==> config.mk <==
export PLATFORM = sky130hd
export DESIGN_NAME = fetch_unit
export DESIGN_NICKNAME = d
export VERILOG_FILES = /design/src/rtl/riscv_pkg.sv /design/src/rtl/fetch_unit_skid.sv /design/src/rtl/fetch_unit.sv
export SDC_FILE = /design/constraint.sdc
export NUM_CORES = 1
export LEC_CHECK = 0
export BUFFER_PORTS_ARGS = -buffer_cell sky130_fd_sc_hd__buf_2
export CAP_MARGIN = 20
export CORE_ASPECT_RATIO = 0.6
export CORE_MARGIN = 2
export CORE_UTILIZATION = 50
export DETAILED_ROUTE_END_ITERATION = 7
export GPL_ROUTABILITY_DRIVEN = 0
export PLACE_DENSITY = 0.79
export SLEW_MARGIN = 20
export SYNTH_ARGS = -nofsm -noshare
export SYNTH_HDL_FRONTEND = slang
export SYNTH_SLANG_ARGS = --single-unit
==> constraint.sdc <==
create_clock -name clk -period 3.35 [get_ports clk]
set_input_delay 0.335 -clock clk [delete_from_list [all_inputs] [get_ports clk]]
set_output_delay 0.335 -clock clk [all_outputs]
set_load 0.05 [all_outputs]
==> src/rtl/riscv_pkg.sv <==
// Shared RISC-V definitions used by the fetch stage and the decode-side control unit.
package riscv_pkg;

    localparam logic [6:0] OP_LW        = 7'b0000011;
    localparam logic [6:0] OP_SW        = 7'b0100011;
    localparam logic [6:0] OP_RTYPE     = 7'b0110011;
    localparam logic [6:0] OP_BEQ       = 7'b1100011;
    localparam logic [6:0] OP_ITYPE_ALU = 7'b0010011;
    localparam logic [6:0] OP_JAL       = 7'b1101111;

    localparam logic [31:0] NOP_INSTR = 32'h0000_0013;

    typedef enum logic [1:0] {
        S_REQ  = 2'd0,
        S_WAIT = 2'd1,
        S_HOLD = 2'd2
    } fetch_state_t;

endpackage

==> src/rtl/fetch_unit_skid.sv <==
// One-entry instruction+PC buffer that catches a response while decode is stalled.
module fetch_skid
    import riscv_pkg::*;
#(
    parameter int XLEN = 32
) (
    input  logic            clk,
    input  logic            rst_n,
    input  logic            load,
    input  logic            pop,
    input  logic            flush,
    input  logic [31:0]     load_instr,
    input  logic [XLEN-1:0] load_pc,
    output logic            valid,
    output logic [31:0]     instr,
    output logic [XLEN-1:0] pc
);

    // Flush wins so a redirect never leaves a stale entry behind.
    always_ff @(posedge clk or negedge rst_n) begin
        if (!rst_n) begin
            valid <= 1'b0;
            instr <= NOP_INSTR;
            pc    <= '0;
        end else if (flush) begin
            valid <= 1'b0;
        end else if (load) begin
            valid <= 1'b1;
            instr <= load_instr;
            pc    <= load_pc;
        end else if (pop) begin
            valid <= 1'b0;
        end
    end

endmodule

==> src/rtl/fetch_unit.sv <==
// Instruction fetch stage: owns the PC, keeps one request outstanding to imem,
// and presents the fetched word plus its decode fields to the control unit.
module fetch_unit
    import riscv_pkg::*;
#(
    parameter int          XLEN     = 32,
    parameter logic [XLEN-1:0] RESET_PC = '0
) (
    input  logic            clk,
    input  logic            rst_n,
    output logic            imem_req_valid,
    input  logic            imem_req_ready,
    output logic [XLEN-1:0] imem_addr,
    input  logic            imem_rsp_valid,
    input  logic [31:0]     imem_rdata,
    input  logic            stall,
    input  logic            redirect_valid,
    input  logic [XLEN-1:0] redirect_target,
    output logic            instr_valid,
    output logic [31:0]     instr,
    output logic [XLEN-1:0] instr_pc,
    output logic [XLEN-1:0] instr_pc_plus4,
    output logic [6:0]      opcode,
    output logic [2:0]      funct3,
    output logic            funct7b5
);

    localparam logic [XLEN-1:0] ALIGN_MASK = ~{{(XLEN-2){1'b0}}, 2'b11};

    fetch_state_t    state;
    logic [XLEN-1:0] pc;
    logic [XLEN-1:0] inflight_pc;
    logic            kill;
    logic            out_valid;
    logic [31:0]     out_instr;
    logic [XLEN-1:0] out_pc;

    logic            accept;
    logic            consume;
    logic            rsp_live;
    logic            skid_load;
    logic            skid_pop;
    logic            skid_valid;
    logic [31:0]     skid_instr;
    logic [XLEN-1:0] skid_pc;

    // Request is masked by rst_n so nothing is offered to memory during reset.
    assign imem_req_valid = rst_n && (state == S_REQ);
    assign imem_addr      = pc & ALIGN_MASK;
    assign accept         = imem_req_valid && imem_req_ready;
    assign consume        = out_valid && !stall;
    assign rsp_live       = (state == S_WAIT) && imem_rsp_valid && !kill;

    assign skid_load = !redirect_valid && rsp_live && out_valid && stall;
    assign skid_pop  = !redirect_valid && (state == S_HOLD) && consume && skid_valid;

    fetch_skid #(.XLEN(XLEN)) u_skid (
        .clk        (clk),
        .rst_n      (rst_n),
        .load       (skid_load),
        .pop        (skid_pop),
        .flush      (redirect_valid),
        .load_instr (imem_rdata),
        .load_pc    (inflight_pc),
        .valid      (skid_valid),
        .instr      (skid_instr),
        .pc         (skid_pc)
    );

    // Redirect overrides everything; a request already accepted is marked for kill
    // unless its response lands in the same cycle and can simply be dropped.
    always_ff @(posedge clk or negedge rst_n) begin
        if (!rst_n) begin
            state       <= S_REQ;
            pc          <= RESET_PC;
            inflight_pc <= '0;
            kill        <= 1'b0;
            out_valid   <= 1'b0;
            out_instr   <= NOP_INSTR;
            out_pc      <= '0;
        end else if (redirect_valid) begin
            pc        <= redirect_target & ALIGN_MASK;
            out_valid <= 1'b0;
            case (state)
                S_REQ: begin
                    if (accept) begin
                        kill  <= 1'b1;
                        state <= S_WAIT;
                    end
                end
                S_WAIT: begin
                    if (imem_rsp_valid) begin
                        kill  <= 1'b0;
                        state <= S_REQ;
                    end else begin
                        kill <= 1'b1;
                    end
                end
                default: state <= S_REQ;
            endcase
        end else begin
            if (consume) out_valid <= 1'b0;
            case (state)
                S_REQ: begin
                    if (accept) begin
                        inflight_pc <= pc;
                        state       <= S_WAIT;
                    end
                end
                S_WAIT: begin
                    if (imem_rsp_valid && kill) begin
                        kill  <= 1'b0;
                        state <= S_REQ;
                    end else if (rsp_live && (!out_valid || consume)) begin
                        out_valid <= 1'b1;
                        out_instr <= imem_rdata;
                        out_pc    <= inflight_pc;
                        pc        <= inflight_pc + XLEN'(4);
                        state     <= S_REQ;
                    end else if (rsp_live) begin
                        state <= S_HOLD;
                    end
                end
                S_HOLD: begin
                    if (skid_pop) begin
                        out_valid <= 1'b1;
                        out_instr <= skid_instr;
                        out_pc    <= skid_pc;
                        pc        <= skid_pc + XLEN'(4);
                        state     <= S_REQ;
                    end
                end
                default: state <= S_REQ;
            endcase
        end
    end

    // Decode sees a NOP whenever nothing live is presented.
    assign instr_valid    = out_valid;
    assign instr          = out_valid ? out_instr : NOP_INSTR;
    assign instr_pc       = out_pc;
    assign instr_pc_plus4 = out_pc + XLEN'(4);
    assign opcode         = instr[6:0];
    assign funct3         = instr[14:12];
    assign funct7b5       = instr[30];

endmodule
== Word-level counts from Yosys, hierarchy flattened ==
Index checks and enable logic that the tools add are counted.

* Bits in registers: 197
* Output and inout port bits: 141
* Bits of input ports: 70

* Equality and inequality tests: 11
* Multiplexer cells: 38
* Add/subtract/negate cells: 3
* Reductions and logical operators: 31
* Bitwise logic cells: 1

{| class="wikitable"
|+ Operator list
! cell !! count
|-
| $mux W32 || 11
|-
| $pmux W32 S2 || 3
|-
| $add A32 B3 Y32 const B || 3
|-
| $mux W2 || 7
|-
| $logic_and A1 B1 Y1 || 13
|-
| $mux W1 || 13
|-
| $ne A3 B3 Y1 const B || 4
|-
| $reduce_and A4 Y1 || 2
|-
| $reduce_bool A2 Y1 || 4
|-
| $pmux W2 S3 || 1
|-
| $reduce_and A3 Y1 || 2
|-
| $reduce_bool A3 Y1 || 2
|-
| $ne A5 B3 Y1 const B || 1
|-
| $reduce_and A5 Y1 || 1
|-
| $logic_not A1 Y1 || 4
|-
| $ne A2 B2 Y1 const B || 2
|-
| $pmux W1 S2 || 2
|-
| $pmux W2 S2 || 1
|-
| $ne A3 B2 Y1 const B || 1
|-
| $eq A2 B1 Y1 const B || 1
|-
| $eq A2 B2 Y1 const B || 1
|-
| $logic_not A2 Y1 || 1
|-
| $ne A2 B1 Y1 const B || 1
|-
| $reduce_and A2 Y1 || 1
|-
| other kinds (2) || 2
|}

== Depth between registers and ports, before layout ==
Gate-level depths: netlist (run 1).

* Depth in word-level cells: 8
* Gate-level depth with buffers: 16
* Depth with buffers taken out: 10

== Cells and area by module ==
Synthesis (run 1) repeated with hierarchy kept, for this count alone.

* Cells, all modules: 965
* Area total of the unflattened synthesis: 10646.5 um^2

{| class="wikitable"
|+ By module, submodules not included
! module !! instances !! area an instance (um^2) !! cells an instance
|-
| fetch_unit || 1 || 7901.3 || 825
|-
| fetch_skid || 1 || 2745.1 || 140
|}

== Worst setup path after synthesis (run 1) ==
Ideal clock, no wire load.

* Path type: flip-flop to output port
* Start: reg out_pc[3], in the netlist instr_pc[3]
* End: out instr_pc_plus4[26]
* Data arrival time: 2776 ps
* Path buffers: 0
* Cell stages (with the launch flop): 8
* Data required time: 3015 ps
* Slack: 239 ps
* Path through: dfrtp_1 ha_1 nand3_1 nor3_1 nand3_1 nor2_1 nand4_1 xnor2_1

* Longest elaborated chain between the ends: 1

{| class="wikitable"
|+ RTL lines
! element !! line !! source
|-
| start, declared || fetch_unit.sv:36 || <nowiki>logic [XLEN-1:0] out_pc;</nowiki>
|-
| start signal, assigned || fetch_unit.sv:117 || <nowiki>out_pc <= inflight_pc;</nowiki>
|-
| start signal, assigned || fetch_unit.sv:128 || <nowiki>out_pc <= skid_pc;</nowiki>
|-
| $add A32 B3 Y32 || fetch_unit.sv:142 || <nowiki>assign instr_pc_plus4 = out_pc + XLEN'(4);</nowiki>
|-
| end, declared || fetch_unit.sv:22 || <nowiki>output logic [XLEN-1:0] instr_pc_plus4,</nowiki>
|}

Every way passes these cells.

== Worst setup path after layout (run 1) ==
* Start: reg out_pc[4], in the netlist instr_pc[4]
* End: out instr_pc_plus4[27]

The elaborated chain is that of the path after synthesis.

==> flow_metrics.py, run 1 <==
metrics = {
    "run": {
        "max_cap_viol_count": 0,
    },
    "global_route": {
        "grt_use_met1": 0.3404,
        "grt_pass1_vias": 7091,
        "gr-total-overflow": 0,
        "antenna_found_initial": 0,
        "grt_pass1_wl_um": 38500,
        "top_usage_layer": "met1",
        "use_met3": 0.06105,
        "grt_max_degree": 69,
        "gr-usage-all-layers": 0.2286,
        "met2_usage": 0.3328,
    },
    "clock_tree": {
        "cts_tree": "yes",
        "postCtsSetupBuffers": 0,
        "clk_pin_slew_worst_paths_ns": 0.07,
        "numCtsBuffers": 17,
        "cts_buffer_depth": 2,
        "cts-root-buf": "clkbuf_16",
        "clock_sinks": 197,
        "cts-htree-levels": 4,
        "clk_latency_ns": 0.44,
    },
    "routing": {
        "vias": 7582,
        "ant_nets": 0,
        "drt_iter0_markers": 560,
        "drcViolationCount": 0,
        "detail_route.wl_per_cell_um": 17.54,
        "dr.pass1.iters": 4,
        "totalWireLength_um": 24400,
        "post_drt_via_cell_ratio": 5.451,
    },
    "synth": {
        "postSynthCellCount": 952,
        "syn_avg_cell_area_um2": 10.75,
        "synth_top_flop_cell": "dfrtp_1",
        "netlist_area_um2": 10230,
        "synth-seq-cells": 197,
        "async_flop_share": 1.000,
        "synth_edf_count": 0,
        "yosysUniqueCellTypes": 65,
        "synth-seq-area-share": 0.4826,
        "yosys_warnings": 0,
    },
    "worst_setup_path": {
        "arrival_ns": 2.72,
        "crit_buf_inv": 1,
        "crit_path_start_kind": "flip-flop",
        "path_cells": "nand4_1 -> nor3_4 -> nand2_1 -> or3b_1 -> nand2b_1 -> xnor2_1 -> buf_2",
        "slowest_stage": "or3b_1",
        "required_ns": 3.01,
        "worst_setup_path_end_kind": "output port",
        "crit_cells": 7,
        "cp_max_fo": 6,
        "path_class": "flip-flop to output port",
        "critPathMaxStageDelay_ns": 0.49,
        "crit_family": "simple AND/OR/NAND/NOR gates",
        "r2r.worst_path.cells": 8,
    },
    "floorplanning": {
        "die_w_um": 188.7,
        "rows": 40,
        "start_util": 0.5111,
        "die_h_um": 114.8,
        "io_pins": 211,
        "core_um2": 20020,
        "die_area_um2": 21660,
    },
    "pwr": {
        "p_per_area_nw_per_um2": 935.4,
        "leakage_uw": 0.005543,
        "irDropWorstVdd_uv": 573.9,
    },
    "timing": {
        "setup_violations": 0,
        "finalClockSkew_ns": 0.01005,
        "setup_tns_ns": 0,
        "min_period_ns": 3.059,
        "relSlewSlack": 0.4274,
        "slew_violations": 0,
        "rsz0062_at_grt": "no",
        "tightest_slew_ns": 0.8590,
        "max_freq_ghz": 0.3269,
        "hold_viol_final": 0,
        "finalCritPeriodShare": 0.9131,
    },
    "hold_path": {
        "hold_class": "input port to flip-flop",
        "holdPathStages": 2,
    },
    "finish": {
        "layout_common_cells": "buf_2, dfrtp_1, mux2_2",
        "fin_area_um2": 11800,
        "drive_gt1_frac": 0.3375,
        "area.growth.synth_to_final_pct": 15.35,
        "multi_input_area_um2": 4644,
        "nets": 1179,
        "seq_area_um2": 4937,
        "fill_cells": 1701,
        "final_common_cell": "buf_2",
    },
    "status": {
        "status": "finished, final reports clean",
    },
    "place": {
        "place_area_um2": 11180,
        "hpwlAfterDp_um": 16920,
        "io_buffers": 206,
    },
}
-- worst register-to-register path: stages (launching register included) --
cell,delay [ns]
dfrtp_1,0.39
inv_1,0.14
ha_4,0.54
nand3_1,0.25
a22oi_1,0.54
and4_1,0.45
a21bo_2,0.28
xnor2_1,0.12
a22oi_1,0.20
-- final timing paths --
| check | start | endpoint | slack, ns |
|---|---|---|---|
| setup / recovery | instr_pc[4]$_DFFE_PN0P_ | instr_pc_plus4[27] | 0.29 |
| setup reg to reg | state[0]$_DFFE_PN0P_ | pc[20]$_DFFE_PN0P_ | 0.35 |
| max in group asynchronous | rst_n | u_skid.pc[3]$_DFFE_PN0P_ | 1.38 |
| hold reg to reg | pc[0]$_DFFE_PN0P_ | pc[0]$_DFFE_PN0P_ | 0.48 |
| hold / removal | redirect_target[11] | pc[11]$_DFFE_PN0P_ | 0.09 |
| min in group asynchronous | rst_n | instr_pc[21]$_DFFE_PN0P_ | 0.32 |
-- sequential cells by signal, summed over array words and instances (netlist names) --
register	cells
u_skid.pc	32
u_skid.valid	1
out_instr	32
u_skid.instr	32
kill	1
inflight_pc	32
pc	32
instr_valid	1
state	2
instr_pc	32
-- cell type report --
class | count | share of cell area
sequential | 197 | 0.4184
multi-input combinational | 649 | 0.3936
timing repair buffer | 229 | 0.1051
clock buffer | 20 | 0.03870
tap | 273 | 0.02894
clock inverter | 12 | 0.01198
inverter | 10 | 0.003181
antenna | 1 | 0.0002120
-- metal layers --
layer | up-vias | part of all wire | wire length [um]
met2 | 232 | 0.43 | 10470
met3 | 18 | 0.074 | 1809
met4 | 0 | 0.0091 | 222
met5 | - | 0 | 0
li1 | 3576 | - | -
met1 | 3756 | 0.49 | 11900
-- kinds of logic (layout without fill, tap and decap cells) --
logic type,Yosys count,after routing,synth area share
AOI/OAI and AO/OA,163,163,0.09539
xor gates and xnor gates,50,50,0.04280
adders and majority gates,5,5,0.006115
muxes,161,161,0.1699
DFF,197,197,0.4826
and+or+nand+nor,268,268,0.1372
buffers and inverters,107,271,0.06567
other,1,3,0.0003665
-- where the power goes --
group | total, uW | leakage, uW | internal, uW | switching, uW
combinational | 5120 | 0.00280 | 1540 | 3580
sequential | 3840 | 0.00245 | 3120 | 715
clock | 2080 | 0.000288 | 1150 | 932
-- synth_stat cells, drive strengths merged (2+ instances only) --
library cell | n | area share
a2bb2oi | 2 | 0.0017
a22oi | 17 | 0.014
o22ai | 3 | 0.0018
nand3 | 33 | 0.017
a211oi | 5 | 0.0042
a21oi | 82 | 0.040
nor4 | 4 | 0.0045
mux2 | 101 | 0.11
xnor2 | 31 | 0.027
ha | 5 | 0.0061
mux2i | 60 | 0.059
and2 | 34 | 0.021
o21ai | 30 | 0.015
clkbuf | 16 | 0.0060
xor2 | 19 | 0.016
buf | 81 | 0.056
nand4b | 4 | 0.0034
dfstp | 6 | 0.015
nand3b | 10 | 0.0086
nor3 | 3 | 0.0020
inv | 10 | 0.0037
o21a | 4 | 0.0029
o31ai | 2 | 0.0015
nor2 | 80 | 0.031
and4 | 2 | 0.0017
nand2 | 65 | 0.024
and3 | 12 | 0.0073
dfrtp | 191 | 0.47
a31oi | 5 | 0.0031
nand4 | 5 | 0.0045
nand2b | 9 | 0.0055
a21o | 6 | 0.0044
-- stage by stage --
step | hold WS (ns) | std cells | total power (uW) | setup WS, ns | util
after floorplan | 0.03941 | 953 | 7873 | 0.2392 | -
after global placement | 0.2191 | 1357 | 8829 | 0.5078 | 0.5587
after detailed placement | 0.2191 | 1357 | 8957 | 0.4097 | 0.5587
after CTS | 0.07909 | 1390 | 11060 | 0.1273 | 0.5891
after global routing | 0.07234 | 1390 | 11630 | 0.08652 | 0.5894
final | 0.09087 | 1391 | 11040 | 0.2910 | 0.5895
-- timing repair --
action,4_1_cts,5_1_grt
endpoints found under the setup margin,0,3
hold endpoints to repair,20,0
hold buffers,1,0
gates resized for setup,0,1
Power figures use the tool's default switching activity.
==> run 2, diff against run 1 <==
- PLACE_DENSITY: 0.79 -> default
- PLACE_DENSITY_LB_ADDON: default -> 0.2
- clock period: 3.35 -> 2.9 ns (I/O delays scaled with it)
==> run 2 against run 1 <==
Sequential power rose by 16%; global-route usage shrank 0.20 points; non-clock buffer count grew 11; power rose by 17%; design area grew 1.9%; sequential share of layout area shrank 0.74 points; critical endpoint is now instr_pc_plus4[29]; via count is 1.3% lower; first-iteration DRC count is 8.4% lower; register-to-register slack worse by 0.16 ns; critical path depth grew 1; worst setup slack worse by 0.17 ns; hold slack worse by 0.037 ns.
==> flow_metrics.py, run 2 (synthesis results as in run 1) <==
metrics = {
    "finish": {
        "fill_cells": 1718,
        "n_antenna_cell": 0,
        "drive_gt1_frac": 0.3608,
        "area.growth.synth_to_final_pct": 17.50,
        "layout_common_cells": "buf_2, dfrtp_1, mux2_2",
        "nets": 1190,
        "final_common_cell": "buf_2",
    },
    "routing": {
        "drt_iter0_markers": 513,
        "totalWireLength_um": 24470,
        "ant_nets": 0,
        "post_drt_via_cell_ratio": 5.341,
        "detail_route.wl_per_cell_um": 17.47,
        "drcViolationCount": 0,
        "dr.pass1.iters": 5,
        "vias": 7483,
    },
    "hold_path": {
        "hp-start": "redirect_target[15]",
        "hold_class": "input port to flip-flop",
        "holdPathStages": 2,
    },
    "clock_tree": {
        "numCtsBuffers": 17,
        "cts_tree": "yes",
        "clk_latency_ns": 0.44,
        "cts-htree-levels": 4,
        "clk_pin_slew_worst_paths_ns": 0.08,
        "cts_buffer_depth": 2,
        "clock_sinks": 197,
        "cts-root-buf": "clkbuf_16",
    },
    "status": {
        "status": "finished, final reports clean",
    },
    "floorplanning": {
        "die_h_um": 114.8,
        "rows": 40,
        "start_util": 0.5111,
        "core_um2": 20020,
        "die_area_um2": 21660,
        "io_pins": 211,
        "die_w_um": 188.7,
    },
    "timing": {
        "relSlewSlack": 0.4131,
        "setup_violations": 0,
        "min_period_ns": 2.779,
        "hold_viol_final": 0,
        "tightest_slew_ns": 0.8803,
        "finalCritPeriodShare": 0.9581,
        "finalClockSkew_ns": 0.01200,
        "rsz0062_at_grt": "no",
        "setup_tns_ns": 0,
        "whs_ns": 0.05399,
        "slew_violations": 0,
        "max_freq_ghz": 0.3599,
    },
    "worst_setup_path": {
        "cp_max_fo": 5,
        "worst_setup_path_end_kind": "output port",
        "required_ns": 2.61,
        "cp_common_cell": "buf_6",
        "arrival_ns": 2.49,
        "critPathMaxStageDelay_ns": 0.44,
        "crit_cells": 8,
        "path_class": "flip-flop to output port",
        "path_cells": "nand4_1 -> nor3_4 -> buf_6 -> nand2_2 -> or3b_4 -> nand2b_1 -> xnor2_2 -> buf_6",
        "slowest_stage": "or3b_4",
        "reg2reg_from": "state[0]$_DFFE_PN0P_",
        "crit_buf_inv": 2,
        "r2r.worst_path.cells": 10,
        "crit_path_start_kind": "flip-flop",
        "crit_start": "instr_pc[2]$_DFFE_PN0P_",
        "crit_family": "simple AND/OR/NAND/NOR gates",
        "rrSetupSlack_ns": 0.19,
    },
    "place": {
        "io_buffers": 206,
        "hpwlAfterDp_um": 16870,
    },
    "global_route": {
        "grt_pass1_wl_um": 38370,
        "gr-usage-all-layers": 0.2266,
        "gr-total-overflow": 0,
        "grt_pass1_vias": 7093,
        "antenna_found_initial": 0,
        "grt_max_degree": 116,
    },
    "pwr": {
        "p_per_area_nw_per_um2": 1073,
        "leakage_uw": 0.005658,
        "irDropWorstVdd_uv": 740.9,
    },
    "run": {
        "max_cap_viol_count": 0,
    },
}
## run 2: cell types whose count changed in the layout (fill, tap and decap cells not counted), sizes merged
cell	previous run	this run
bufinv	2	1
clkinvlp	2	1
clkinv	4	6
inv	14	17
diode	1	0
buf	227	238
clkbuf	21	18
## run 2: metrics by stage
stage               power [uW]  instance area [um^2]  instances    util  worst slack, ns
floorplan                 9157                 10310        953       -          0.01423
global placement         10380                 11340       1365  0.5666           0.2136
detailed placement       10470                 11340       1365  0.5666           0.2085
CTS                      12900                 11970       1398  0.5978         0.003958
global route             13590                 12020       1401  0.6005         0.002743
finish                   12900                 12020       1401  0.6005           0.1214
## run 2: repair_timing
item	CTS	global route
endpoints found under the setup margin	6	9
pin swaps	2	2
cloned	0	0
hold buffers	1	0
endpoints found under the hold margin	13	0
setup buffers	0	3
gates resized for setup	10	12
## run 2: area by class of cell
type	instances	area, um^2	area share
multi-input combinational	649	4727	0.3932
timing repair buffer	240	1386	0.1153
clock inverter	15	162.7	0.01353
inverter	10	37.54	0.003122
sequential	197	4941	0.4110
tap	273	341.6	0.02841
clock buffer	17	425.4	0.03539
## run 2: path summary, 6_finish.rpt
kind,end
max in group asynchronous,instr_pc[8]$_DFFE_PN0P_
min in group asynchronous,out_instr[17]$_DFFE_PN0P_
setup / recovery,instr_pc_plus4[29]
hold reg to reg,pc[0]$_DFFE_PN0P_
hold / removal,pc[15]$_DFFE_PN0P_
setup reg to reg,pc[31]$_DFFE_PN0P_
## run 2: worst reg2reg max path, stage by stage (launching register included)
cell and delay [ns]:
dfrtp_1 0.38, inv_1 0.14, ha_4 0.30, buf_12 0.24
buf_4 0.23, nand3_2 0.11, a22oi_4 0.27, nand4_4 0.23
nor4_2 0.31, xor2_1 0.27, a22oi_1 0.10
## run 2: layer usage
metal,vias to the layer above,part of all wire,GRT usage
met3,18,0.051,0.04457
met4,0,0.010,0.05365
met1,3666,0.52,0.3571
li1,3610,-,-
met2,189,0.42,0.3201
met5,-,0,0
## run 2: power by group
part           internal, uW  leakage, uW  switching, uW
clock                  1230     0.000287           1150
combinational          1930      0.00292           4150
sequential             3610      0.00245            839
